<file path="config.mk">
export PLATFORM = sky130hd
export DESIGN_NAME = plan_act_sched_flat
export DESIGN_NICKNAME = d
export VERILOG_FILES = /design/src/rtl/plan_act_sched_if.sv /design/src/rtl/plan_act_sched.sv /design/src/flat_wrapper.sv
export SDC_FILE = /design/constraint.sdc
export NUM_CORES = 1
export LEC_CHECK = 0
export BUFFER_PORTS_ARGS = -buffer_cell sky130_fd_sc_hd__buf_2
export CAP_MARGIN = 10
export CORE_MARGIN = 4
export CORE_UTILIZATION = 52
export DETAILED_ROUTE_END_ITERATION = 12
export GPL_TIMING_DRIVEN = 0
export PLACE_DENSITY = 0.82
export RECOVER_POWER = 50
export SLEW_MARGIN = 20
export SYNTH_ARGS = -nofsm -noshare
export SYNTH_HDL_FRONTEND = slang
export SYNTH_SLANG_ARGS = --single-unit
</file>
<file path="constraint.sdc">
create_clock -name clk -period 5.3 [get_ports clk]
set_clock_uncertainty 0.2 [all_clocks]
set_input_delay 1.06 -clock clk [delete_from_list [all_inputs] [get_ports clk]]
set_output_delay 1.06 -clock clk [all_outputs]
set_load 0.05 [all_outputs]
</file>
<file path="src/rtl/plan_act_sched_if.sv">
// Bundle of requester, datapath and response signals shared by plan_act_sched and its environment.
// The slave modport is the scheduler's view; the master modport is the requesters plus the datapath.
interface plan_act_sched_if #(
    parameter int NREQ = 4,
    parameter int TW   = 3
);
    logic [NREQ-1:0]    req_vld;
    logic [32*NREQ-1:0] req_data;
    logic [NREQ-1:0]    req_rdy;
    logic               hold;
    logic               hold_ack;
    logic [31:0]        dp_num;
    logic               dp_vld;
    logic [TW-1:0]      dp_tag;
    logic [31:0]        dp_res;
    logic               dp_res_vld;
    logic [NREQ-1:0]    rsp_vld;
    logic [31:0]        rsp_data;
    logic               busy;
    logic               err;

    modport slave (
        input  req_vld, req_data, hold, dp_res, dp_res_vld,
        output req_rdy, hold_ack, dp_num, dp_vld, dp_tag, rsp_vld, rsp_data, busy, err
    );

    modport master (
        output req_vld, req_data, hold, dp_res, dp_res_vld,
        input  req_rdy, hold_ack, dp_num, dp_vld, dp_tag, rsp_vld, rsp_data, busy, err
    );
endinterface

</file>
<file path="src/rtl/plan_act_sched.sv">
// Round-robin sharing of one fixed-latency PLAN activation datapath among NREQ requesters,
// with tag tracking for result routing and a hold/drain handshake for quiescing the datapath.
module plan_act_sched #(
    parameter int NREQ = 4,
    parameter int LAT  = 3,
    parameter int TW   = 3
) (
    input  logic                clk,
    input  logic                res,
    plan_act_sched_if.slave     bus,
    output logic [1:0]          dbg_state
);
    // Handshake: requester i transfers on a posedge where req_vld[i] & req_rdy[i]; req_rdy is
    // one-hot, combinational from req_vld and state, and rsp_vld has no ready (never backpressured).
    typedef enum logic [1:0] {
        ISSUE  = 2'd0,
        DRAIN  = 2'd1,
        PAUSED = 2'd2
    } state_t;

    state_t              state, state_nxt;
    logic [TW-1:0]       ptr;
    logic [NREQ-1:0]     gnt;
    logic [TW-1:0]       gnt_idx;
    logic                found;
    int                  cand;
    logic                accept;

    logic                dp_vld_q;
    logic [31:0]         dp_num_q;
    logic [TW-1:0]       dp_tag_q;
    logic [LAT-1:0]      pipe_vld;
    logic [TW-1:0]       pipe_tag [LAT];
    logic [NREQ-1:0]     rsp_vld_q;
    logic [31:0]         rsp_data_q;
    logic                err_q;
    logic                exp_vld;
    logic [TW-1:0]       exp_tag;

    // First valid requester at or after the pointer, wrapping around.
    always_comb begin
        gnt     = '0;
        gnt_idx = ptr;
        found   = 1'b0;
        cand    = 0;
        if (state == ISSUE && !bus.hold) begin
            for (int k = 0; k < NREQ; k++) begin
                cand = int'(ptr) + k;
                if (cand >= NREQ) cand = cand - NREQ;
                if (!found && bus.req_vld[cand]) begin
                    found     = 1'b1;
                    gnt[cand] = 1'b1;
                    gnt_idx   = TW'(cand);
                end
            end
        end
    end

    assign accept  = found;
    assign exp_vld = pipe_vld[LAT-1];
    assign exp_tag = pipe_tag[LAT-1];

    always_comb begin
        state_nxt = state;
        case (state)
            ISSUE:   if (bus.hold) state_nxt = DRAIN;
            DRAIN:   if (!bus.hold) state_nxt = ISSUE;
                     else if (!bus.busy) state_nxt = PAUSED;
            PAUSED:  if (!bus.hold) state_nxt = ISSUE;
            default: state_nxt = ISSUE;
        endcase
    end

    always_ff @(posedge clk) begin
        if (!res) begin
            state      <= ISSUE;
            ptr        <= '0;
            dp_vld_q   <= 1'b0;
            dp_num_q   <= '0;
            dp_tag_q   <= '0;
            pipe_vld   <= '0;
            for (int k = 0; k < LAT; k++) pipe_tag[k] <= '0;
            rsp_vld_q  <= '0;
            rsp_data_q <= '0;
            err_q      <= 1'b0;
        end else begin
            state    <= state_nxt;
            dp_vld_q <= accept;
            if (accept) begin
                dp_num_q <= bus.req_data[int'(gnt_idx)*32 +: 32];
                dp_tag_q <= gnt_idx;
                ptr      <= (gnt_idx == TW'(NREQ-1)) ? '0 : gnt_idx + TW'(1);
            end
            // Slot LAT-1 holds the issue whose result is due this cycle.
            pipe_vld[0] <= dp_vld_q;
            pipe_tag[0] <= dp_tag_q;
            for (int k = 1; k < LAT; k++) begin
                pipe_vld[k] <= pipe_vld[k-1];
                pipe_tag[k] <= pipe_tag[k-1];
            end
            if (bus.dp_res_vld && exp_vld) begin
                rsp_vld_q  <= NREQ'(1) << exp_tag;
                rsp_data_q <= bus.dp_res;
            end else begin
                rsp_vld_q  <= '0;
            end
            if (bus.dp_res_vld != exp_vld) err_q <= 1'b1;
        end
    end

    assign bus.req_rdy  = gnt;
    assign bus.dp_vld   = dp_vld_q;
    assign bus.dp_num   = dp_num_q;
    assign bus.dp_tag   = dp_tag_q;
    assign bus.rsp_vld  = rsp_vld_q;
    assign bus.rsp_data = rsp_data_q;
    assign bus.err      = err_q;
    assign bus.busy     = (|pipe_vld) | dp_vld_q;
    assign bus.hold_ack = (state == PAUSED);
    assign dbg_state    = state;
endmodule

</file>
<file path="src/flat_wrapper.sv">
// flat-port wrapper written by rule: the top's interface ports become plain ports
module plan_act_sched_flat 
#(
    parameter int NREQ = 4,
    parameter int LAT  = 3,
    parameter int TW   = 3
)
  (clk, res, dbg_state, bus_req_vld, bus_req_data, bus_hold, bus_dp_res, bus_dp_res_vld, bus_req_rdy, bus_hold_ack, bus_dp_num, bus_dp_vld, bus_dp_tag, bus_rsp_vld, bus_rsp_data, bus_busy, bus_err);
  plan_act_sched_if #(.NREQ(NREQ), .TW(TW)) bus_i ();
  input  logic clk;
  input  logic res;
  output logic [1:0] dbg_state;
  input wire logic [$bits(bus_i.req_vld)-1:0] bus_req_vld;
  input wire logic [$bits(bus_i.req_data)-1:0] bus_req_data;
  input wire logic [$bits(bus_i.hold)-1:0] bus_hold;
  input wire logic [$bits(bus_i.dp_res)-1:0] bus_dp_res;
  input wire logic [$bits(bus_i.dp_res_vld)-1:0] bus_dp_res_vld;
  output wire logic [$bits(bus_i.req_rdy)-1:0] bus_req_rdy;
  output wire logic [$bits(bus_i.hold_ack)-1:0] bus_hold_ack;
  output wire logic [$bits(bus_i.dp_num)-1:0] bus_dp_num;
  output wire logic [$bits(bus_i.dp_vld)-1:0] bus_dp_vld;
  output wire logic [$bits(bus_i.dp_tag)-1:0] bus_dp_tag;
  output wire logic [$bits(bus_i.rsp_vld)-1:0] bus_rsp_vld;
  output wire logic [$bits(bus_i.rsp_data)-1:0] bus_rsp_data;
  output wire logic [$bits(bus_i.busy)-1:0] bus_busy;
  output wire logic [$bits(bus_i.err)-1:0] bus_err;
  assign bus_i.req_vld = bus_req_vld;
  assign bus_i.req_data = bus_req_data;
  assign bus_i.hold = bus_hold;
  assign bus_i.dp_res = bus_dp_res;
  assign bus_i.dp_res_vld = bus_dp_res_vld;
  assign bus_req_rdy = bus_i.req_rdy;
  assign bus_hold_ack = bus_i.hold_ack;
  assign bus_dp_num = bus_i.dp_num;
  assign bus_dp_vld = bus_i.dp_vld;
  assign bus_dp_tag = bus_i.dp_tag;
  assign bus_rsp_vld = bus_i.rsp_vld;
  assign bus_rsp_data = bus_i.rsp_data;
  assign bus_busy = bus_i.busy;
  assign bus_err = bus_i.err;
  plan_act_sched #(.NREQ(NREQ), .LAT(LAT), .TW(TW)) u_core (.clk(clk), .res(res), .bus(bus_i), .dbg_state(dbg_state));
endmodule
</file>
Yosys cells after proc, flatten, opt, wreduce, memory -nomap -nowiden --
Memory sizes are Yosys's and may differ from the RTL's. Index checks and enable logic that the tools add are counted.
Cells by class: shifts and indexed selects 2, muxes and demuxes 60, equality and inequality tests 7, $add $sub $neg 8, reduce and logical (&&, ||, !) cells 17, order comparisons 12, bitwise logic cells 7
Operators with widths (count):
- $mux 32 | 8
- $ge 32x1->1 const B | 4
- $lt 32x4->1 const B | 4
- $shiftx 128x9->32 | 1
- $ge 32x4->1 const B | 3
- $sub 32x4->32 const B | 3
- $mux 4 | 8
- $mux 3 | 9
- $mux 1 | 22
- $or 4x4->4 | 3
- $logic_and 1x1->1 | 9
- $add 3x2->4 const B | 2
- $bmux 1 s2 | 4
- $demux 1 s2 | 4
- $mux 2 | 4
- $pmux 2 s3 | 1
- $add 3x1->4 const B | 1
- $logic_not 1->1 | 4
- $ne 2x2->1 const B | 2
- $or 1x1->1 | 4
- $shl 1x3->4 const A | 1
- $sub 3x3->4 const B | 1
- $add 3x1->3 const B | 1
- $eq 3x2->1 const B | 1
- other kinds (9) | 9
Word-level totals: output and inout bits 81, memories 1, word-level logic and storage cells 123, RAM bits 9, register bits after elaboration 81, input port bits 168
Memories:
- u_core.pipe_tag | depth 3, width 3, read ports 3, clocked after memory_dff 0, write ports 3, line plan_act_sched.sv:33 | logic [TW-1:0] pipe_tag [LAT];

Longest topological paths before layout --
depth after elaboration 22, depth in mapped cells 18, mapped depth without buffers 12

Least setup slack after synthesis --
Ideal clock, no wire load.
path type reg2out, start register u_core.ptr[0], end output bus_req_rdy[1], setup slack 0.800 ns, buffers on the path 4, arrival time 3.240 ns, data required time 4.040 ns, stages on the path, launching flop included 12, cell sequence dfxtp_1 -> buf_4 -> inv_2 -> buf_1 -> ha_1 -> buf_2 -> mux4_2 -> buf_4 -> nor3_2 -> and3_1 -> nand2_1 -> a21oi_1
Between the ends: word-level cells in the longest chain between the ends 20, elaborated cells on any way between the ends 74, those cells by class add/sub: 7; order compare: 12; mux: 42; bitwise: 3; reduce/logical: 10
RTL lines:
- start, declared | line plan_act_sched.sv:22 | logic [TW-1:0] ptr;
- start signal, assigned | line plan_act_sched.sv:92 | ptr <= (gnt_idx == TW'(NREQ-1)) ? '0 : gnt_idx + TW'(1);
- parallel branches: the longest is 18 deep, another holds $sub 32x4->32
- $mux 4 * | line plan_act_sched.sv:50 | if (!found && bus.req_vld[cand]) begin
- $mux 4 * | line plan_act_sched.sv:46 | if (state == ISSUE && !bus.hold) begin
- end, declared | line flat_wrapper.sv:18 | output wire logic [$bits(bus_i.req_rdy)-1:0] bus_req_rdy;
Mark *: on every way between the ends. The select of a mux whose other input is x is not followed.

Worst setup path in the final report --
Same ends and word-level chain as after synthesis.

==> results.md <==
- Htree depth: 3
- Worst EP required: 4.04 ns
- I/O Pins: 249
- Status: finished clean
- Reg2reg path depth: 18
- Cell count after synthesis: 895
- Worst vdd ir: 0.192 mV
- Setup-failing EPs final: 0
- Reg-to-Reg Start: u_core.ptr[0]
- #FFs+latches synth: 90
- Initial antenna violation count: 3
- Minimum clock period: 5.08 ns
- Crit Path Class: reg -> out
- Initial core utilization: 53.4%
- Final Util: 65.6%
- Post-CTS Hold Buffers: 0
- Core ar.: 0.0139 sq mm
- HP Class: reg -> reg
- Vias/cell: 6.61
- CP cell instances: buf_4 > inv_2 > buf_1 > ha_1 > buf_2 > mux4_2 > buf_4 > nor3_2 > and3_1 > nand2_1 > a21oi_1 > buf_2
- Tightest Pin Transition: 0.976 ns
- DRC viols: 0
- Diodes inserted: 0
- Pwr/cell area: 401 mW/mm^2
- CTS buffer count: 9
- Crit Reg-Reg Endpoint: u_core.ptr[1]
- Antenna-violating nets left: 0
- P_int: 1.90 mW
- Port Buffers: 245
- Final WL: 27,100 um
- Sequential element share of the synthesized area: 24.2%
- Worst-path clk slew: 0.06 ns
- Syn avg cell area: 8.32 sq um
- First-pass GRT wire length: 42,500 um
- Final hold vios: 0
- Synthesis Warnings: 0
- Worst Hold Launch: u_core.pipe_tag[0][5]
- Design Area, Final: 0.00914 sq mm
- CTS tree: done
- Die area: 0.0163 sq mm
- WHS: 0.236 ns
- Switch Pwr: 1.76 mW
- Fill count: 1,282
- Fraction of layout cells with a size suffix above 1: 26.7%
- Root buf cell: clkbuf_16
- Vias: 8,823
- 1st-iter DRT viols: 836
- Total Routing Usage GR: 32.0%
- Synth-to-layout area growth: 22.8%
- Syn Nets: 1,077
- Worst Path Max Fanout: 13
- Netlist cell types: 57
- Seq. cell area: 0.00180 sq mm
- RSZ-0062 raised after global routing: no
- Vias in the first global route: 8,336
- Clock share of power: 18.2%
- Post-synth top flop: dfxtp_1
- Reg power frac: 22.3%
- CP max-delay cell: buf_1
- Post-synth EDFFs: 0
- Post-DP Area: 0.00890 sq mm
- Fraction of registers with async set/reset: 0%
- Worst Setup Start Kind: flop
- WL per Instance: 20.3 um
- Die Y: 128 um
- Max-slew headroom: 34.5%
- Setup slack, reg-to-reg: 0.68 ns
- CP peak stage delay: 0.62 ns
- Gp weighted congestion: 0.958
- Combinational share of power: 59.6%
- Final Cycle Share: 95.9%
- Setup_tns: 0 ns
- Syn Std Cell Area: 0.00745 sq mm
- Multi-input logic area: 0.00513 sq mm
- WHS Path Cells: 1
- Crit end category: primary output
- Max_cap viols: 0
- Clock Tree Buf Depth: 2
- Worst skew pair latency: 0.34 ns
- HPWL Detailed: 20,500 um
- Final Max Tran Viols: 0
- WP data arrival: 3.82 ns
- Placement row count: 43
- GRT overflow: 0
- CTS sink count: 90
- Pwr Total: 3.66 mW
- Hold EP: u_core.pipe_tag[0][8]
- NumNets Final: 1,333
- Largest net degree at the start of global routing: 16
- Leakage power total: 3.55 nW
- Pre-antenna DRT Iters: 5
- Achievable frequency: 197 MHz
- Sw Share: 48.0%
- Die W: 128 um
-- synthesized netlist by cell type, types with 13 or more instances --
cell	instances	share of area, %
a21oi_1	103	6.9
a221oi_1	98	12
dfxtp_1	90	24
a22o_1	64	7.5
a22oi_1	64	6.5
clkbuf_1	62	3.1
nand2_1	52	2.6
nor2_1	46	2.3
nor2b_1	38	3.2
nor3_1	34	2.3
mux2i_1	33	4.4
o31ai_2	30	5.0
buf_2	23	1.5
nor3b_2	20	3.4
and2_1	16	1.3
ha_1	14	2.4
nor3b_1	13	1.3
-- metrics by stage --
| stage | cells | setup slack (ns) |
|---|---|---|
| 2_1_floorplan | 895 | 0.800 |
| 3_3_place_gp | 1320 | 0.269 |
| 3_5_place_dp | 1320 | 0.207 |
| 4_1_cts | 1335 | 0.126 |
| 5_1_grt | 1335 | 0.0632 |
| 6_report | 1335 | 0.220 |
-- sequential cells by signal, summed over array words and instances (netlist names) --
register	count
u_core.bus.rsp_data	32
u_core.bus.err	1
u_core.pipe_vld	3
u_core.dbg_state	2
u_core.pipe_tag	9
u_core.bus.dp_num	32
u_core.bus.dp_vld	1
u_core.bus.dp_tag	3
u_core.ptr	3
u_core.bus.rsp_vld	4
-- metal layers --
layer	global-route usage (%)	vias to the layer above	part of all wire [%]
met1	38.3	4047	37
met4	16.7	6	4.4
met2	51.5	628	46
met3	9.96	110	12
met5	0	-	0.15
li1	-	4032	-
-- critical path, delay by kind of cell, from the launching register on --
| family | cells | cell delay [ns] |
|---|---|---|
| and+or+nand+nor | 3 | 0.55 |
| buffers and inverters | 6 | 1.68 |
| DFF | 1 | 0.39 |
| adders and majority gates | 1 | 0.35 |
| muxes | 1 | 0.33 |
| AOI/OAI and AO/OA | 1 | 0.14 |
-- worst max-delay path by stage --
stage	start	endpoint	slack (ns)	cells past startpoint
6_report	u_core.ptr[0]	bus_req_rdy[1]	0.22	12
5_1_grt	u_core.ptr[0]	bus_req_rdy[1]	0.06	12
4_1_cts	u_core.ptr[0]	bus_req_rdy[1]	0.13	12
3_5_place_dp	u_core.ptr[0]	bus_req_rdy[1]	0.21	12
3_3_place_gp	u_core.ptr[0]	bus_req_rdy[1]	0.27	12
2_1_floorplan	u_core.ptr[0]	bus_req_rdy[1]	0.80	11
-- power groups by stage --
stage | Combinational (mW) | Clock, mW | Sequential (mW)
3_3_place_gp | 2.10 | 0 | 0.826
3_5_place_dp | 2.14 | 0 | 0.826
6_report | 2.18 | 0.666 | 0.815
5_1_grt | 2.36 | 0.698 | 0.824
4_1_cts | 2.15 | 0.673 | 0.812
2_1_floorplan | 1.37 | 0 | 1.06
-- cell families (layout without fill, tap and decap cells) --
kind of cell,count (synthesis),after routing,share of synthesized area (%)
AO/OA/AOI/OAI,393,393,40.9
AND/OR/NAND/NOR,243,243,18.8
buffers and inverters,112,372,7.26
flip-flops,90,90,24.2
multiplexers,40,40,6.10
adder cells (fa/ha/maj),14,14,2.35
XOR/XNOR,3,3,0.353
-- repair_timing --
action                                 4_1_cts  5_1_grt
setup endpoints to repair                    2        2
resized for setup                            1        4
endpoints found under the hold margin        0        0
gates cloned                                 0        0
setup buffers                                0        0
-- cells in the final DEF, fill, tap and decap left out, types with 3 or more instances in the layout --
cell | netlist | routed
o21ai_0 | 6 | 6
a221oi_1 | 98 | 98
nor2_1 | 46 | 46
o31ai_2 | 30 | 30
nand3_1 | 4 | 4
o31ai_1 | 3 | 3
buf_2 | 23 | 201
nor2b_1 | 38 | 38
a31oi_1 | 3 | 3
nand2_1 | 52 | 52
clkbuf_1 | 62 | 129
mux4_2 | 4 | 4
buf_6 | 9 | 9
a22oi_1 | 64 | 64
nand2b_1 | 3 | 3
and2_1 | 16 | 9
nor3b_2 | 20 | 20
nor3_2 | 3 | 4
clkbuf_16 | 0 | 9
mux2i_1 | 33 | 33
a21oi_1 | 103 | 103
a22o_1 | 64 | 64
buf_1 | 5 | 5
inv_1 | 5 | 5
nor3_1 | 34 | 33
mux2_2 | 3 | 3
ha_1 | 14 | 14
buf_4 | 6 | 6
and2_0 | 0 | 7
nor4_1 | 4 | 4
dfxtp_1 | 90 | 89
nor3b_1 | 13 | 13
-- final cells by class --
class | instances | area share (%)
Multi-Input combinational cell | 693 | 56.1
Inverter | 6 | 0.246
Tap cell | 180 | 2.46
Clock inverter | 5 | 0.684
Clock buffer | 10 | 2.61
Buffer | 106 | 5.67
Sequential cell | 90 | 19.7
Timing Repair Buffer | 245 | 12.5
Note: power is estimated with default switching activity, not from simulation.
